File: src/rtl/seg7_scan_driver.sv
// seg7_scan_driver
// Latches a GPIO word and scans it onto a bank of common-anode 7-segment
// digits through one shared active-low segment bus plus one-hot-low digit
// enables. Each digit slot lasts SCAN_DIV cycles; the first GUARD cycles of
// every slot are dark so the previous digit's segments never ghost onto the
// next anode. Leading zero digits can be blanked (digit 0 always shows).
//
// Interface timing: gpio_we is a plain write strobe with no ready/stall; the
// word present on gpio_data at any rising edge where gpio_we=1 is captured,
// and the last such write wins. All display outputs are registered and derive
// from the scan position, the latched word and blank_i as they stand before
// each edge, so they trail those inputs by exactly one cycle.
module seg7_scan_driver #(
  parameter int NUM_DIGITS = 8,
  parameter int SCAN_DIV   = 1024,
  parameter int GUARD      = 2,
  parameter int BLANK_LZ   = 1
) (
  input  logic                    clk,
  input  logic                    rst_n,
  input  logic                    gpio_we,
  input  logic [4*NUM_DIGITS-1:0] gpio_data,
  input  logic                    blank_i,
  output logic [6:0]              seg_n,
  output logic [NUM_DIGITS-1:0]   an_n,
  output logic                    frame_tick
);

  localparam int CW = (SCAN_DIV > 1) ? $clog2(SCAN_DIV) : 1;
  localparam int IW = (NUM_DIGITS > 1) ? $clog2(NUM_DIGITS) : 1;
  localparam logic [CW-1:0] CNT_LAST = CW'(SCAN_DIV - 1);
  localparam logic [IW-1:0] IDX_LAST = IW'(NUM_DIGITS - 1);
  localparam logic [CW-1:0] GUARD_C  = CW'(GUARD);
  localparam logic [6:0]    SEG_ZERO = 7'b1000000;

  logic [4*NUM_DIGITS-1:0] value_q;
  logic [CW-1:0]           cnt;
  logic [IW-1:0]           idx;

  logic [NUM_DIGITS-1:0]   upper_zero;
  logic                    zero_run;
  logic [3:0]              cur_nib;
  logic                    cur_upper_zero;
  logic                    lz_blank;
  logic                    dark;
  logic [6:0]              seg_next;
  logic [NUM_DIGITS-1:0]   an_next;

  // Display word register: captured on every strobe, no back-pressure.
  always_ff @(posedge clk or negedge rst_n) begin
    if (!rst_n) begin
      value_q <= '0;
    end else if (gpio_we) begin
      value_q <= gpio_data;
    end
  end

  // Slot prescaler and digit index; frame_tick marks the wrap to digit 0.
  always_ff @(posedge clk or negedge rst_n) begin
    if (!rst_n) begin
      cnt        <= '0;
      idx        <= '0;
      frame_tick <= 1'b0;
    end else begin
      frame_tick <= (cnt == CNT_LAST) && (idx == IDX_LAST);
      if (cnt == CNT_LAST) begin
        cnt <= '0;
        idx <= (idx == IDX_LAST) ? '0 : idx + 1'b1;
      end else begin
        cnt <= cnt + 1'b1;
      end
    end
  end

  // Select the active nibble, work out blanking and decode the segments.
  always_comb begin
    upper_zero     = '0;
    zero_run       = 1'b1;
    cur_nib        = 4'h0;
    cur_upper_zero = 1'b0;
    seg_next       = 7'b0110110;

    // upper_zero[i] is set when nibbles i..NUM_DIGITS-1 are all zero.
    for (int i = NUM_DIGITS - 1; i >= 0; i--) begin
      zero_run      = zero_run & (value_q[4*i +: 4] == 4'h0);
      upper_zero[i] = zero_run;
    end

    for (int i = 0; i < NUM_DIGITS; i++) begin
      if (idx == IW'(i)) begin
        cur_nib        = value_q[4*i +: 4];
        cur_upper_zero = upper_zero[i];
      end
    end

    lz_blank = (BLANK_LZ != 0) && (idx != '0) && cur_upper_zero;
    dark     = blank_i || (cnt < GUARD_C) || lz_blank;
    an_next  = dark ? '1 : ~(NUM_DIGITS'(1) << idx);

    // Segments are decoded even while dark; only the anodes gate light.
    case (cur_nib)
      4'h0:    seg_next = 7'b1000000;
      4'h1:    seg_next = 7'b1111001;
      4'h2:    seg_next = 7'b0100100;
      4'h3:    seg_next = 7'b0110000;
      4'h4:    seg_next = 7'b0011001;
      4'h5:    seg_next = 7'b0010010;
      4'h6:    seg_next = 7'b0000010;
      4'h7:    seg_next = 7'b1111000;
      4'h8:    seg_next = 7'b0000000;
      4'h9:    seg_next = 7'b0011000;
      4'hA:    seg_next = 7'b0001000;
      4'hB:    seg_next = 7'b0000011;
      4'hC:    seg_next = 7'b1000110;
      4'hD:    seg_next = 7'b0100001;
      4'hE:    seg_next = 7'b0000110;
      4'hF:    seg_next = 7'b0001110;
      default: seg_next = 7'b0110110;
    endcase
  end

  // Registered display outputs.
  always_ff @(posedge clk or negedge rst_n) begin
    if (!rst_n) begin
      seg_n <= SEG_ZERO;
      an_n  <= '1;
    end else begin
      seg_n <= seg_next;
      an_n  <= an_next;
    end
  end

endmodule

File: config.mk
export PLATFORM = sky130hd
export DESIGN_NAME = seg7_scan_driver
export DESIGN_NICKNAME = d
export VERILOG_FILES = /design/src/rtl/seg7_scan_driver.sv
export SDC_FILE = /design/constraint.sdc
export NUM_CORES = 1
export LEC_CHECK = 0
export CORE_AREA = 2 2 80 82
export CTS_CLUSTER_DIAMETER = 40
export CTS_CLUSTER_SIZE = 24
export DETAILED_ROUTE_END_ITERATION = 10
export DIE_AREA = 0 0 82 84
export PLACE_DENSITY = 0.77
export SYNTH_ARGS = -nofsm -noshare
export SYNTH_HDL_FRONTEND = slang
export SYNTH_SLANG_ARGS = --single-unit
File: constraint.sdc
create_clock -name clk -period 3.8 [get_ports clk]
set_clock_uncertainty 0.2 [all_clocks]
set_input_delay 0.76 -clock clk [delete_from_list [all_inputs] [get_ports clk]]
set_output_delay 0.76 -clock clk [all_outputs]
set_load 0.05 [all_outputs]
== Yosys cells after proc, flatten, opt, wreduce, memory -nomap -nowiden ==
Memories as Yosys holds them, arrays and structs flattened. A register that Yosys moved wholly into a read port is not among the register bits.
Index checks and enable logic that the tools add are counted.

* Memory bits (read-only): 112
* Memories kept: 1
* Bits of input ports: 36
* RAM bits: 0
* Register bits after elaboration: 54
* Latch bits: 0
* Word-level logic and storage cells: 60

* Multiply operators: 0
* Order comparisons: 1
* Reductions and logical operators: 15
* Bitwise operators: 8
* Div/mod/pow operators: 0
* Equality and inequality tests: 8
* $add $sub $neg: 2
* Shift operators: 1
* Muxes and demuxes: 19

{| class="wikitable"
|+ Memories
! name !! depth !! width !! read ports !! clocked after Yosys merged registers in !! write ports !! RTL line !! source
|-
| (name not given) || 16 || 7 || 1 || 1 || 0 || 101 || <nowiki>case (cur_nib)</nowiki>
|}

{| class="wikitable"
|+ Operators with widths
! operator !! number
|-
| $logic_not 4->1 || 8
|-
| $mux 4 || 8
|-
| $eq 3x3->1 const B || 4
|-
| $add 10x1->10 const B || 1
|-
| $eq 10x10->1 const B || 1
|-
| $lt 10x2->1 const B || 1
|-
| $mux 10 || 1
|-
| $mux 1 || 8
|-
| $mux 8 || 1
|-
| $not 8->8 || 1
|-
| $shl 1x3->8 const A || 1
|-
| $and 1x1->1 || 7
|-
| $eq 3x2->1 const B || 2
|-
| $add 3x1->3 const B || 1
|-
| $eq 3x1->1 const B || 1
|-
| $logic_not 3->1 || 1
|-
| $mux 3 || 1
|-
| $reduce_bool 3->1 || 1
|-
| $logic_and 1x1->1 || 2
|-
| $logic_or 1x1->1 || 2
|-
| $logic_not 1->1 || 1
|}

== Longest topological paths before layout ==
Gate-level depths: netlist (run 1).

* Depth after elaboration: 19
* Mapped depth: 14
* Depth with buffers taken out: 12

== Worst setup path after synthesis (run 1) ==
OpenSTA, ideal clock, no wires.

* Path type: register -> register
* Start point: reg idx[2]
* End point: reg seg_n[3]
* Setup slack: 1.032 ns
* Arrival time: 2.448 ns
* Setup time: 0.120 ns
* Data required time: 3.480 ns
* Stages on the path, launching flop included: 13
* Path through: dfrtp_1 inv_1 ha_1 buf_6 nand2_1 a221oi_1 a311oi_1 o31ai_2 inv_1 ha_1 inv_1 mux2i_1 o211a_1

* Word-level cells in the longest chain between the ends: 9
* Elaborated cells between the ends (all ways): 16

{| class="wikitable"
|+ RTL lines
! element !! RTL line !! source
|-
| from (decl) || 38 || <nowiki>logic [IW-1:0] idx;</nowiki>
|-
| from (signal assigned) || 68 || <nowiki>idx <= (idx == IDX_LAST) ? '0 : idx + 1'b1;</nowiki>
|-
| $logic_not 3->1 || 90 || <nowiki>if (idx == IW'(i)) begin</nowiki>
|-
| $mux 4 (7 in series) || 90 ||
|-
| $mux 4 * || 90 ||
|-
| to (decl) || 24 || <nowiki>output logic [6:0] seg_n,</nowiki>
|}

Every way passes the cells marked *; elsewhere a longest branch is shown, timed or not.
A chain may end at the register's enable or synchronous reset.

== Worst setup path in the final report (run 1) ==
Same ends and word-level chain as after synthesis.

==> flow_summary.json, run 1 <==
{
  "yosysUniqueCellTypes": 48,
  "crit_path_end_kind": "register",
  "port_buffers": 51,
  "drtAntennaViolNets": 0,
  "crit_type": "reg2reg",
  "clk_pin_slew_ns": 0.07,
  "syn-num-nets": 327,
  "drive_gt1_share_pct": 19.1,
  "cp_max_fo": 14,
  "start_util_pct": 50.3,
  "diodes": 0,
  "holdBufCountCts": 0,
  "synth_area_um2": 3070,
  "clockRootBuffer": "clkbuf_8",
  "netlist_instances": 279,
  "worstMarginPinSlew_ns": 0.978,
  "leakage_nw": 1.58,
  "grt_first_pass_wirelength_mm": 11.3,
  "yosys-top-cells-count": "dfrtp_1, mux2_2, nand2_1",
  "routabilityCongestion": 0.956,
  "worstPathRequired_ns": 3.83,
  "slew_headroom_pct": 34.8,
  "overflow": 0,
  "grt_start_max_net_pins": 46,
  "syn2layout_area_growth_pct": 24.4,
  "place_inst": 396,
  "async_flop_share_pct": 100,
  "post_cts_buffers": 0,
  "fin_nets": 378,
  "post_cts_resized": 0,
  "totalWireLength_mm": 6.58,
  "synthTopCellsByArea": "dfrtp_1, mux2_2, dfstp_2",
  "power_density_nw_per_um2": 418,
  "post-synth-top-area-fraction_pct": 42.4,
  "ys.flop_type": "dfrtp_1",
  "drt-initial-drc-count": 189,
  "ios": 52,
  "synth.most_common_cell": "dfrtp_1",
  "clk_latency_ns": 0.34,
  "n_fill_cell": 511,
  "setup_viol": 0,
  "hold_viol": 0,
  "start_kind": "register",
  "slew_viol_final": 0,
  "cts_tree": "built",
  "yosysSeqAreaShare_pct": 50.1,
  "clock-sinks": 61,
  "post-route-period-util_pct": 90.9,
  "cap_violations": 0,
  "status": "completed",
  "fin_crit_ns": 3.45,
  "synth-edff-count": 0,
  "drc_errors": 0,
  "fmax_ghz": 0.290,
  "clockBufferDepth": 2,
  "vias": 2320,
  "power_mw": 1.60,
  "row_count": 29,
  "grt_usage_pct": 21.8,
  "syn_avg_cell_area_um2": 11.0,
  "worstPathArrival_ns": 3.48,
  "numCtsBuffers": 9,
  "detail_route.wl_per_cell_um": 16.0,
  "stdcell_count": 412,
  "ys_seq_elements": 61,
  "dpl.hpwl_mm": 4.65,
  "coreArea_um2": 6100,
  "drtPass1Iterations": 4,
  "die_h_um": 84,
  "rsz0062_at_grt": "false",
  "setup_tns_ns": 0,
  "irDropWorstVdd_uv": 269,
  "fp.dieArea_um2": 6890,
  "cts_max_level": 3,
  "synth_area_leader_cell": "dfrtp_1",
  "yosysWarnings": 0,
  "antenna_found_initial": 0,
  "dieWidth_um": 82,
  "min_path_type": "reg2reg",
  "vias_per_cell": 5.63,
  "grt_pass1_vias": 2336
}
-- layer usage --
metal | track usage (%) | vias up | routed length (µm) | part of all wire [%]
met5 | 0 | - | 0 | 0
met4 | 10.5 | 0 | 174 | 2.6
met2 | 33.7 | 76 | 3300 | 50
li1 | - | 1104 | - | -
met3 | 5.41 | 16 | 306 | 4.7
met1 | 28.4 | 1124 | 2800 | 43
-- area by class of cell --
class | instances | area (µm²) | area share [%]
sequential | 61 | 1540 | 40.3
multi-input combinational | 191 | 1400 | 36.7
timing repair buffer | 54 | 528 | 13.8
clock buffer | 11 | 131 | 3.44
tap | 77 | 96.3 | 2.52
clock inverter | 5 | 75.1 | 1.97
inverter | 13 | 48.8 | 1.28
-- worst max-delay path: stages (launching register included) --
cell and delay [ns]:
dfrtp_1 0.54, inv_1 0.29, ha_1 0.41, nand2_1 0.12, a221oi_1 0.30, a311oi_1 0.11
o31ai_2 0.44, inv_1 0.16, ha_1 0.36, inv_1 0.08, mux2i_1 0.12, o211a_1 0.22
-- where the power goes --
part	total [mW]	switching (mW)	leakage [nW]	internal (mW)
clock network	0.611	0.245	0.107	0.366
logic	0.252	0.134	0.743	0.119
registers	0.733	0.0336	0.727	0.699
-- metrics by stage --
| stage | util [%] | hold slack, ns | setup slack [ns] | cell area, µm² |
|---|---|---|---|---|
| 5_1_grt | 62.6 | 0.320 | 0.104 | 3820 |
| 2_1_floorplan | - | 0.260 | 1.03 | 3070 |
| 3_3_place_gp | 59.3 | 0.287 | 0.594 | 3610 |
| 6_report | 62.6 | 0.302 | 0.347 | 3820 |
| 3_5_place_dp | 59.3 | 0.295 | 0.428 | 3610 |
| 4_1_cts | 62.6 | 0.304 | 0.373 | 3820 |
-- sequential cells by signal, indices dropped and copies added, names as in the netlist --
name / flops
value_q: 32
cnt: 10
seg_n: 7
frame_tick: 1
an_n: 8
idx: 3
-- path summary, 6_finish.rpt --
path	start	depth (start not counted)	slack (ns)	to
max in group asynchronous	rst_n	2	2.23	value_q[2]
min reg2reg	cnt[4]	1	0.30	cnt[4]
max	idx[2]	11	0.35	seg_n[3]
max reg2reg	idx[2]	11	0.35	seg_n[3]
min in group asynchronous	rst_n	1	0.38	seg_n[0]
min	cnt[4]	1	0.30	cnt[4]
-- kinds of logic after synthesis --
family	Yosys count	synth area share, %
compound gates	55	13.0
buf+inv	27	4.24
flops	61	50.1
xor+xnor	8	2.28
simple gates	82	13.2
fa+ha+maj	12	4.89
mux	34	12.3
-- layout by cell type (no fill, tap or decap), types with 7 or more instances in the layout --
cell and instances:
nor2_1 15, clkdlybuf4s50_1 50, nand3_1 14, inv_1 13
dfrtp_1 52, nand2_1 23, dfstp_2 9, mux2_2 29
o21ai_0 14, ha_1 12, clkbuf_8 9, nor4_1 7
a21oi_1 10
Power figures use the tool's default switching activity.
==> inputs of run 2 (changes only) <==
Settings changed: CTS_CLUSTER_SIZE 24 to 25, SETUP_SLACK_MARGIN set to 0.5.
==> flow_summary.json, run 2 (synthesis results as in run 1) <==
{
  "status": "completed",
  "cp_max_fo": 14,
  "crit_type": "reg2reg",
  "min_from": "cnt[4]",
  "multi_input_area_um2": 1410,
  "clk_latency_ns": 0.34,
  "grt_first_pass_wirelength_mm": 11.3,
  "slew_viol_final": 0,
  "totalWireLength_mm": 6.65,
  "clk_pin_slew_ns": 0.07,
  "drt-initial-drc-count": 162,
  "routabilityCongestion": 0.956,
  "clockRootBuffer": "clkbuf_8",
  "setup_viol": 0,
  "coreArea_um2": 6100,
  "clockBufferDepth": 2,
  "power_density_nw_per_um2": 417,
  "crit_path_end_kind": "register",
  "numCtsBuffers": 9,
  "vias_per_cell": 5.63,
  "place_inst": 396,
  "overflow": 0,
  "syn2layout_area_growth_pct": 25.3,
  "r2r-end": "seg_n[3]",
  "fin_crit_ns": 3.09,
  "fin_nets": 380,
  "cp_cell_sequence": "inv_2 -> ha_2 -> nand2_1 -> a221oi_1 -> a311oi_1 -> o31ai_2 -> inv_1 -> ha_1 -> inv_1 -> mux2i_1 -> o211a_1",
  "slew_headroom_pct": 36.2,
  "largest_reg_flops": 32,
  "largest-register": "value_q",
  "die_h_um": 84,
  "cpMostUsedCell": "inv_1",
  "grt_usage_pct": 21.9,
  "ff_latch_area_um2": 1540,
  "detail_route.wl_per_cell_um": 16.1,
  "worstMarginPinSlew_ns": 0.957,
  "layout_common_cells": "dfrtp_1, clkdlybuf4s50_1, mux2_2",
  "fmax_ghz": 0.324,
  "worstPathRequired_ns": 3.83,
  "ios": 52,
  "drc_errors": 0,
  "leakage_nw": 1.58,
  "start_kind": "register",
  "dieWidth_um": 82,
  "row_count": 29,
  "setup_tns_ns": 0,
  "dpl.hpwl_mm": 4.65,
  "worstPathArrival_ns": 3.12,
  "cts_max_level": 3,
  "port_buffers": 51,
  "min_to": "cnt[4]",
  "antenna_found_initial": 0,
  "slowest_delay_ns": 0.51,
  "irDropWorstVdd_uv": 270,
  "fin_util_pct": 63.1,
  "hold_viol": 0,
  "rsz0062_at_grt": "false",
  "min_path_cells": 1,
  "mostFrequentLayoutCell": "dfrtp_1",
  "drive_gt1_share_pct": 21.4,
  "clock-sinks": 61,
  "drtPass1Iterations": 4,
  "min_path_type": "reg2reg",
  "fp.dieArea_um2": 6890,
  "reg2regPathDepth": 11,
  "top_regs": "value_q (32), cnt (10), an_n (8)",
  "whs_ns": 0.302,
  "grt_start_max_net_pins": 46,
  "n_fill_cell": 512,
  "cts_tree": "built",
  "start_util_pct": 50.3,
  "holdBufCountCts": 0,
  "final_cell_area_um2": 3840,
  "worstReg2RegStart": "idx[2]",
  "grt_pass1_vias": 2339,
  "diodes": 0,
  "stdcell_count": 414,
  "reg2reg_setup_slack_ns": 0.71,
  "vias": 2329,
  "cap_violations": 0,
  "place_area_um2": 3610,
  "drtAntennaViolNets": 0,
  "cpMaxStageDelayCell": "dfrtp_2",
  "post-route-period-util_pct": 81.3
}
run 2: changes by cell type in the layout (fill, tap and decap cells not counted), sizes merged:
| cell | delta |
|---|---|
| buf | +2 |
run 2: area by class of cell:
type,count,area share (%)
Timing Repair Buffer,56,14.1
Clock inverter,5,1.95
Multi-Input combinational cell,191,36.7
Tap cell,77,2.51
Inverter,13,1.27
Sequential cell,61,40.0
Clock buffer,11,3.42
run 2: critical path: cells and delay by family (launching register included):
family          cells  cell delay [ns]
simple gates        1             0.10
fa+ha+maj           2             0.66
mux                 1             0.12
compound gates      4             1.00
buf+inv             3             0.40
flops               1             0.51
run 2: worst max-delay path by stage:
stage | from | end
after floorplan | idx[2] | seg_n[3]
after global placement | idx[2] | seg_n[3]
after detailed placement | idx[2] | seg_n[3]
after CTS | idx[2] | seg_n[3]
after global routing | idx[2] | seg_n[3]
final | idx[2] | seg_n[3]
run 2: what timing repair did:
action / 4_1_cts / 5_1_grt
setup buffers: 0 / 2
setup endpoints to repair: 2 / 3
pin swaps: 1 / 1
gates resized for setup: 1 / 5
run 2: power by group:
part | total [mW] | switching, mW | internal [mW]
Sequential | 0.734 | 0.0344 | 0.699
Combinational | 0.255 | 0.134 | 0.121
Clock | 0.613 | 0.247 | 0.366
Total | 1.60 | 0.415 | 1.19
run 2: per-stage QoR:
step	total power, mW	worst slack (ns)
2_1_floorplan	0.889	1.03
3_3_place_gp	0.988	0.594
3_5_place_dp	0.996	0.428
4_1_cts	1.61	0.503
5_1_grt	1.67	0.547
6_report	1.60	0.712
run 2: layer usage:
layer  track usage [%]  part of all wire (%)  up-vias
met2              33.7                    51       69
li1                  -                     -     1114
met1              28.5                    42     1129
met5                 0                     0        -
met3              5.41                   4.5       17
met4              10.5                   2.7        0
